**config.mk**
```make
export PLATFORM = sky130hd
export DESIGN_NAME = aud_seq_ctrl
export DESIGN_NICKNAME = d
export VERILOG_FILES = /design/src/rtl/aud_seq_ctrl.sv
export SDC_FILE = /design/constraint.sdc
export NUM_CORES = 1
export LEC_CHECK = 0
export ABC_AREA = 1
export BUFFER_PORTS_ARGS = -buffer_cell sky130_fd_sc_hd__buf_4
export CAP_MARGIN = 10
export CORE_ASPECT_RATIO = 0.9
export CORE_MARGIN = 8
export CORE_UTILIZATION = 59
export DETAILED_ROUTE_END_ITERATION = 8
export HOLD_SLACK_MARGIN = 0.02
export PLACE_DENSITY = 0.86
export SYNTH_ARGS = -nofsm -noshare
export SYNTH_HDL_FRONTEND = slang
export SYNTH_SLANG_ARGS = --single-unit
```
**constraint.sdc**
```tcl
create_clock -name i_clk -period 3.8 [get_ports i_clk]
set_input_delay 0 -clock i_clk [delete_from_list [all_inputs] [get_ports i_clk]]
set_output_delay 0 -clock i_clk [all_outputs]
set_load 0.02 [all_outputs]
```
**src/rtl/aud_seq_ctrl.sv**
```systemverilog
`default_nettype none
// ============================================================================
// aud_seq_ctrl : NUM_CH-channel record/play sequencer for the WM8731 audio path
// Revision     : 1.0
// ============================================================================
module aud_seq_ctrl #(
    parameter int                NUM_CH    = 2,
    parameter int                CH_W      = (NUM_CH > 1) ? $clog2(NUM_CH) : 1,
    parameter int                ADDR_W    = 20,
    parameter logic [ADDR_W-1:0] ADDR_MAX  = {ADDR_W{1'b1}},
    parameter logic [3:0]        SPEED_DEF = 4'd7,
    parameter logic [3:0]        SPEED_MAX = 4'd14
) (
    input  logic              i_clk,
    input  logic              i_rst_n,
    input  logic              i_init_fin,
    input  logic              i_mode,
    input  logic              i_loop,
    input  logic              i_key_start,
    input  logic              i_key_stop,
    input  logic              i_key_up,
    input  logic              i_key_down,
    input  logic [ADDR_W-1:0] i_addr,
    input  logic              i_dsp_fin,
    input  logic              i_io_fin,
    output logic              o_dsp_start,
    output logic              o_dsp_clear,
    output logic              o_io_start,
    output logic [CH_W-1:0]   o_ch,
    output logic              o_mode,
    output logic [3:0]        o_speed,
    output logic [ADDR_W-1:0] o_rec_end,
    output logic              o_busy,
    output logic              o_paused
);

    typedef enum logic [2:0] {
        S_INIT  = 3'd0,
        S_READY = 3'd1,
        S_DSP   = 3'd2,
        S_WAIT  = 3'd3,
        S_PAUSE = 3'd4
    } state_t;

    localparam logic [CH_W-1:0] LAST_CH   = CH_W'(NUM_CH - 1);
    localparam logic            MODE_PLAY = 1'b0;

    state_t            state_q, state_d;
    logic [CH_W-1:0]   ch_q, ch_d;
    logic              mode_q, mode_d;
    logic [3:0]        speed_q, speed_d;
    logic [3:0]        speed_next_q, speed_next_d;
    logic [ADDR_W-1:0] rec_end_q, rec_end_d;
    logic              dsp_start_q, dsp_start_d;
    logic              dsp_clear_q, dsp_clear_d;
    logic              io_start_q, io_start_d;
    logic              busy_q, busy_d;
    logic              paused_q, paused_d;
    logic              pause_req_q, pause_req_d;
    logic              stop_req_q, stop_req_d;

    logic              w_running;
    logic              w_limit;
    logic              w_pause;
    logic              w_stop;
    logic              w_loop_clr;

    always_comb begin
        state_d      = state_q;
        ch_d         = ch_q;
        mode_d       = mode_q;
        speed_d      = speed_q;
        speed_next_d = speed_next_q;
        rec_end_d    = rec_end_q;
        dsp_start_d  = 1'b0;
        io_start_d   = 1'b0;
        pause_req_d  = 1'b0;
        stop_req_d   = 1'b0;
        w_loop_clr   = 1'b0;

        w_running = (state_q == S_DSP) || (state_q == S_WAIT);
        w_limit   = (mode_q == MODE_PLAY) ? (i_addr >= rec_end_q) : (i_addr == ADDR_MAX);
        // A key landing on the frame-end cycle itself still counts for that frame.
        w_pause   = pause_req_q || (w_running && i_key_start);
        w_stop    = stop_req_q  || (w_running && i_key_stop);

        if (state_q != S_INIT) begin
            if (i_key_up && !i_key_down && (speed_next_q < SPEED_MAX)) begin
                speed_next_d = speed_next_q + 4'd1;
            end else if (i_key_down && !i_key_up && (speed_next_q != 4'd0)) begin
                speed_next_d = speed_next_q - 4'd1;
            end
        end

        case (state_q)
            S_INIT: begin
                if (i_init_fin) begin
                    state_d = S_READY;
                end
            end
            S_READY: begin
                mode_d  = i_mode;
                speed_d = speed_next_q;
                // Playback with nothing recorded has nothing to play.
                if (i_key_start && !((mode_q == MODE_PLAY) && (rec_end_q == '0))) begin
                    state_d     = S_DSP;
                    ch_d        = '0;
                    dsp_start_d = 1'b1;
                end
            end
            S_DSP: begin
                pause_req_d = w_pause;
                stop_req_d  = w_stop;
                if (i_dsp_fin && !dsp_start_q) begin
                    state_d    = S_WAIT;
                    io_start_d = 1'b1;
                end
            end
            S_WAIT: begin
                pause_req_d = w_pause;
                stop_req_d  = w_stop;
                if (i_io_fin) begin
                    if (ch_q < LAST_CH) begin
                        ch_d        = ch_q + CH_W'(1);
                        dsp_start_d = 1'b1;
                        state_d     = S_DSP;
                    end else if (w_stop || w_limit) begin
                        if (!w_stop && (mode_q == MODE_PLAY) && i_loop) begin
                            w_loop_clr  = 1'b1;
                            ch_d        = '0;
                            dsp_start_d = 1'b1;
                            state_d     = S_DSP;
                        end else begin
                            if (mode_q != MODE_PLAY) begin
                                rec_end_d = i_addr;
                            end
                            pause_req_d = 1'b0;
                            stop_req_d  = 1'b0;
                            state_d     = S_READY;
                        end
                    end else if (w_pause) begin
                        pause_req_d = 1'b0;
                        state_d     = S_PAUSE;
                    end else begin
                        ch_d        = '0;
                        speed_d     = speed_next_q;
                        dsp_start_d = 1'b1;
                        state_d     = S_DSP;
                    end
                end
            end
            S_PAUSE: begin
                if (i_key_stop) begin
                    if (mode_q != MODE_PLAY) begin
                        rec_end_d = i_addr;
                    end
                    state_d = S_READY;
                end else if (i_key_start) begin
                    ch_d        = '0;
                    speed_d     = speed_next_q;
                    dsp_start_d = 1'b1;
                    state_d     = S_DSP;
                end
            end
            default: begin
                state_d = S_INIT;
            end
        endcase

        dsp_clear_d = (state_d == S_READY) || w_loop_clr;
        busy_d      = (state_d == S_DSP) || (state_d == S_WAIT);
        paused_d    = (state_d == S_PAUSE);
    end

    always_ff @(posedge i_clk or negedge i_rst_n) begin
        if (!i_rst_n) begin
            state_q      <= S_INIT;
            ch_q         <= '0;
            mode_q       <= 1'b0;
            speed_q      <= SPEED_DEF;
            speed_next_q <= SPEED_DEF;
            rec_end_q    <= '0;
            dsp_start_q  <= 1'b0;
            dsp_clear_q  <= 1'b0;
            io_start_q   <= 1'b0;
            busy_q       <= 1'b0;
            paused_q     <= 1'b0;
            pause_req_q  <= 1'b0;
            stop_req_q   <= 1'b0;
        end else begin
            state_q      <= state_d;
            ch_q         <= ch_d;
            mode_q       <= mode_d;
            speed_q      <= speed_d;
            speed_next_q <= speed_next_d;
            rec_end_q    <= rec_end_d;
            dsp_start_q  <= dsp_start_d;
            dsp_clear_q  <= dsp_clear_d;
            io_start_q   <= io_start_d;
            busy_q       <= busy_d;
            paused_q     <= paused_d;
            pause_req_q  <= pause_req_d;
            stop_req_q   <= stop_req_d;
        end
    end

    assign o_dsp_start = dsp_start_q;
    assign o_dsp_clear = dsp_clear_q;
    assign o_io_start  = io_start_q;
    assign o_ch        = ch_q;
    assign o_mode      = mode_q;
    assign o_speed     = speed_q;
    assign o_rec_end   = rec_end_q;
    assign o_busy      = busy_q;
    assign o_paused    = paused_q;

endmodule

`default_nettype wire

```
Word level (Yosys, flattened, before mapping)
Cells that the tools add are included.
- bits in registers: 40
- input port bits: 31
- output and inout port bits: 31
- logic and storage cells: 136
- $add $sub $neg: 3
- magnitude comparators: 3
- eq/ne operators: 21
- muxes and demuxes: 62
- bitwise gates (word level): 1
- reductions and logical operators: 33
- operators with widths (kind ; count):
    20-bit 2-to-1 mux ; 6
    20-bit case mux with 2 select lines ; 1
    4-bit 2-to-1 mux ; 8
    1-bit 2-to-1 mux ; 31
    3-bit 2-to-1 mux ; 9
    20-bit equality test, second input constant ; 1
    20-bit >= comparator ; 1
    20-bit zero test ; 1
    2-bit inequality test, second input constant ; 9
    3-bit case mux with 5 select lines ; 1
    7-bit AND reduction ; 2
    3-bit by 2-bit equality test with 1-bit output, second input constant ; 4
    4-bit case mux with 3 select lines ; 1
    1-bit logical AND ; 11
    3-bit by 1-bit equality test with 1-bit output, second input constant ; 2
    3-bit equality test, second input constant ; 2
    1-bit logical OR ; 6
    1-bit case mux with 3 select lines ; 2
    6-bit AND reduction ; 1
    3-bit nonzero test ; 2
    1-bit zero test ; 5
    4-bit by 1-bit adder with 4-bit output, second input constant ; 1
    4-bit < comparator, second input constant ; 1
    4-bit by 2-bit inequality test with 1-bit output, second input constant ; 1
    other kinds (12) ; 14

Depth between registers and ports, before layout
- depth after elaboration: 14
- mapped depth: 18
- gate-level depth less buffers: 17

Worst setup path after synthesis
Ideal clock, no wire load.
- path type: flip-flop to flip-flop
- from: reg rec_end_q[19], in the netlist o_rec_end[19]
- to: reg rec_end_q[16], in the netlist o_rec_end[16]
- library setup time: 117 ps
- data arrival time: 1911 ps
- data required time: 3683 ps
- path slack: 1772 ps
- stages on the path, launching flop included: 17
- path buffers: 2
- clock period less this slack: 2028 ps
- cell sequence: dfrtp_1 -> inv_1 -> ha_1 -> nand2_2 -> inv_1 -> nand2_1 -> nand2_1 -> a21oi_1 -> nand4_1 -> nand2_2 -> nand2_4 -> nand2_2 -> nand2_2 -> buf_6 -> buf_8 -> nand3_2 -> nand2_1
- longest elaborated chain between the ends: 5
- ends and longest elaborated chain (item ; RTL line ; text):
    start: declaration ; 53 ; logic [ADDR_W-1:0] rec_end_q, rec_end_d;
    start signal: assignment ; 196 ; rec_end_q <= rec_end_d;
    20-bit >= comparator ; 82 ; w_limit = (mode_q == MODE_PLAY) ? (i_addr >= rec_end_q) : (i_addr == ADDR_MAX);
    1-bit 2-to-1 mux ; 82 ;
    1-bit logical OR ; 127 ; end else if (w_stop || w_limit) begin
    2-bit by 1-bit inequality test with 1-bit output (no source line) ; n/a ;
    6-bit AND reduction (no source line) ; n/a ;
No other way between the ends.
A chain may end at the register's enable or synchronous reset.

Worst setup path in the final report
- from: reg rec_end_q[19], in the netlist o_rec_end[19]
- to: reg rec_end_q[0], in the netlist o_rec_end[0]
The elaborated chain is that of the path after synthesis.

==> metrics.md <==
| Metric | Value |
|---|---|
| Status | finished clean |
| Tmin final | between 2000 and 3000 ps |
| Core box area | 4460 sq um |
| Top cells by area, synth | dfrtp_1 31%, nand2_1 13%, ha_1 10% |
| Rel. slew slack | 0.589 |
| Mux cell area share after synthesis | 0 |
| Leak Pwr | 1.85 nW |
| Clk sinks | 40 |
| Largest net degree at the start of global routing | 41 |
| Area share of fa/ha/maj cells after synthesis | 0.108 |
| Cell taking the most area after synthesis | dfrtp_1 |
| Die X | approximately 90 um |
| Main synth FF type | dfrtp_1 |
| Yosys Warn Count | 0 |
| CP Class | reg2reg |
| Clock Latency Late Sink | 300 ps |
| Initial antenna violation count | 0 |
| Final Hold Vio Count | 0 |
| Die span in y | 80.5 um |
| Total CTS buffers | 5 |
| TritonCTS clock tree | done |
| HP Class | in2reg |
| Post-synthesis register bit count | 40 |
| Syn-to-layout area delta | 30.2% |
| Total Routing Usage GR | 0.230 |
| Cell Rows | 23 |
| Worst IR Drop VDD | about 0.00046 V |
| Cell area after synthesis | 2730 sq um |
| CP Data Required Time | 3970 ps |
| Layout Nets | roughly 480 |
| CTS H-Tree Depth | 2 |
| I/O pin total | 62 |
| Placer Congestion | 0.909 |
| XOR/XNOR Fraction of Synth Area | 0.0128 |
| Crit path max fanout | 21 |
| Setup TNS | 0 ps |
| RSZ-0062 raised after global routing | no |
| DRT met1 WL | 3190 um |
| HPWL Detailed | 5280 um |
| Final wirelength | 7620 um |
| Synth Area in Compound Gates | 0.0725 |
| Sequential fraction of the synthesis area | 0.370 |
| Max-cap viol count | 0 |
| Synth Area in Simple Gates | 0.338 |
| # setup viols final | 0 |
| First-pass GRT wire length | roughly 13,000 um |
| Maximum root-to-sink buffer count | 2 |
| Residual antenna-violating net count after detailed routing | 0 |
| Highest metal used | met4 |
| Startpoint type of the worst setup path | flip-flop |
| Multi-input logic area | 1450 sq um |
| Total number of vias | 2,672 |
| Port bufs | ~60 |
| Most frequent cell after synthesis | nand2_1 |
| Via-to-Cell Ratio | 5.42 |
| DR DRC count | 0 |
| Antenna diodes | 0 |
| Worst Tran Pin Value | roughly 610 ps |
| Synth cell count leaders | 97 x nand2_1, 46 x inv_1, 34 x dfrtp_1, 22 x ha_1, 22 x nand3_1 |
| Clock transition at path regs | 80 ps |
| TritonRoute pass-1 iters | 5 |
| Initial DRC Count | 287 |
| Slew Limit Fails | 0 |
| Yosys top cell area share | 0.312 |
| Number of synthesized flops with an enable pin | 0 |
| Routed wire length per instance | 15.5 um |
| Area occupied by registers | slightly above 1000 sq um |
| Die Area | ~7100 sq um |
| Avg Cell Area, Syn | about 7.9 sq um |
| Placed cell areas | 3200 sq um |
| Layout cells sized above 1 | 0.260 |
| Final period utilization | 0.727 |
| Initial cell density of the core | 0.611 |
| Synth cell types | 40 |
| Post-synth ARST share | 1.00 |
| Clock tree root buffer cell | clkbuf_8 |
| Setup repair bufs after CTS | 0 |
| CP Capture Type | flip-flop |
| Cells after Synth | between 300 and 400 |
| Largest family of logic cells by synthesized area | simple AND/OR/NAND/NOR gates |
| Clk_skew | ~8.5 ps |
| Fill count | 299 |
| Final Cell Area | 3550 sq um |
| Crit path DAT | 2940 ps |
| Net count of the mapped netlist | 397 |
| Grt ovf | 0 |
| Power Density | between 700 and 800 nW/um^2 |
| Vias in the first global route | 2,677 |
| Fmax | 0.362 GHz |
| Wire length on met3 | between 500 and 600 um |
| Metal2 WL | 3660 um |
[cells in the final DEF (no fill, tap or decap), types with 2 or more instances in the layout]
| master | instances |
|---|---|
| a21oi_1 | 10 |
| nor2_2 | 5 |
| nor2_1 | 21 |
| dfstp_2 | 6 |
| xnor2_1 | 2 |
| nand2_2 | 7 |
| xor2_1 | 2 |
| o21ai_0 | 4 |
| inv_2 | 6 |
| nand2_4 | 2 |
| dfrtp_1 | 34 |
| nand3_2 | 10 |
| buf_4 | 62 |
| o21ai_1 | 2 |
| nor3_1 | 4 |
| o22ai_1 | 2 |
| ha_1 | 22 |
| dlygate4sd3_1 | 24 |
| clkbuf_8 | 5 |
| nand3_1 | 22 |
| nor4_1 | 2 |
| nand2_1 | 97 |
| nand4_1 | 16 |
| inv_1 | 46 |
[worst max-delay path, stage by stage (launching register included)]
cell and delay (ps):
dfrtp_1 380, inv_1 70, ha_1 330, nand2_2 100
nor2_4 140, nand2_2 60, nor2_1 100, nand2_1 50
nand4_1 100, nand2_2 90, nand2_4 100, nand2_2 60
nand2_2 390, nand2_2 390, nand2_1 170, o21ai_1 80
[power by group]
group          switching [W]  total, W  internal [W]
Sequential          0.000184  0.000817      0.000633
Combinational       0.000937   0.00152      0.000580
Clock               0.000152  0.000347      0.000195
[cell type report]
class                   count  area share
inverters                  53      0.0568
clock buffers               6      0.0204
flip-flops and latches     40       0.284
clock inverters             2     0.00987
multi-input cells         244       0.408
repair buffers             86       0.199
well taps                  62      0.0219
[final timing paths]
path,depth (start not counted),slack (ps),from,endpoint
min in group asynchronous,2,200,i_rst_n,o_rec_end[6]
worst max-delay path,15,1040,o_rec_end[19],o_rec_end[0]
worst min register to register,1,460,o_dsp_start,o_io_start
max in group asynchronous,2,3230,i_rst_n,o_speed[1]
worst max register to register,15,1040,o_rec_end[19],o_rec_end[0]
worst min-delay path,3,50,i_io_fin,state_q[2]
[flip-flops by register name, summed over array words and instances, names as in the netlist]
name and cells:
o_mode 1, o_io_start 1, o_dsp_clear 1, state_q 3
o_dsp_start 1, pause_req_q 1, o_rec_end 20, o_ch 1
o_speed 4, stop_req_q 1, o_busy 1, speed_next_q 4
o_paused 1
[through the flow]
step                cells  setup slack, ps  hold slack, ps  power [W]   util
global placement      461             1270           -2.05    0.00221  0.718
detailed placement    461             1160            3.12    0.00228  0.718
CTS                   493             1140            27.6    0.00266  0.796
global route          493              799            66.3    0.00290  0.796
finish                493             1040            45.9    0.00268  0.796
floorplan             343             1770            -296    0.00181      -
[repair_timing]
action / CTS / global route
endpoints found under the hold margin: 64 / 0
hold buffers: 24 / 0
gates resized for setup: 0 / 0
[per-layer routing]
layer  vias to the layer above  global-route usage
met5                         -                   0
met4                         0              0.0840
met3                        16              0.0540
met2                       125               0.383
met1                      1248               0.282
li1                       1283                   -
[kinds of logic (layout without fill, tap and decap cells)]
| logic type | count (synthesis) | after routing |
|---|---|---|
| AOI/OAI and AO/OA | 28 | 28 |
| DFF | 40 | 40 |
| xor gates and xnor gates | 4 | 4 |
| and+or+nand+nor | 189 | 189 |
| buffers and inverters | 59 | 147 |
| adders and majority gates | 23 | 23 |
(Power assumes the default switching activity.)
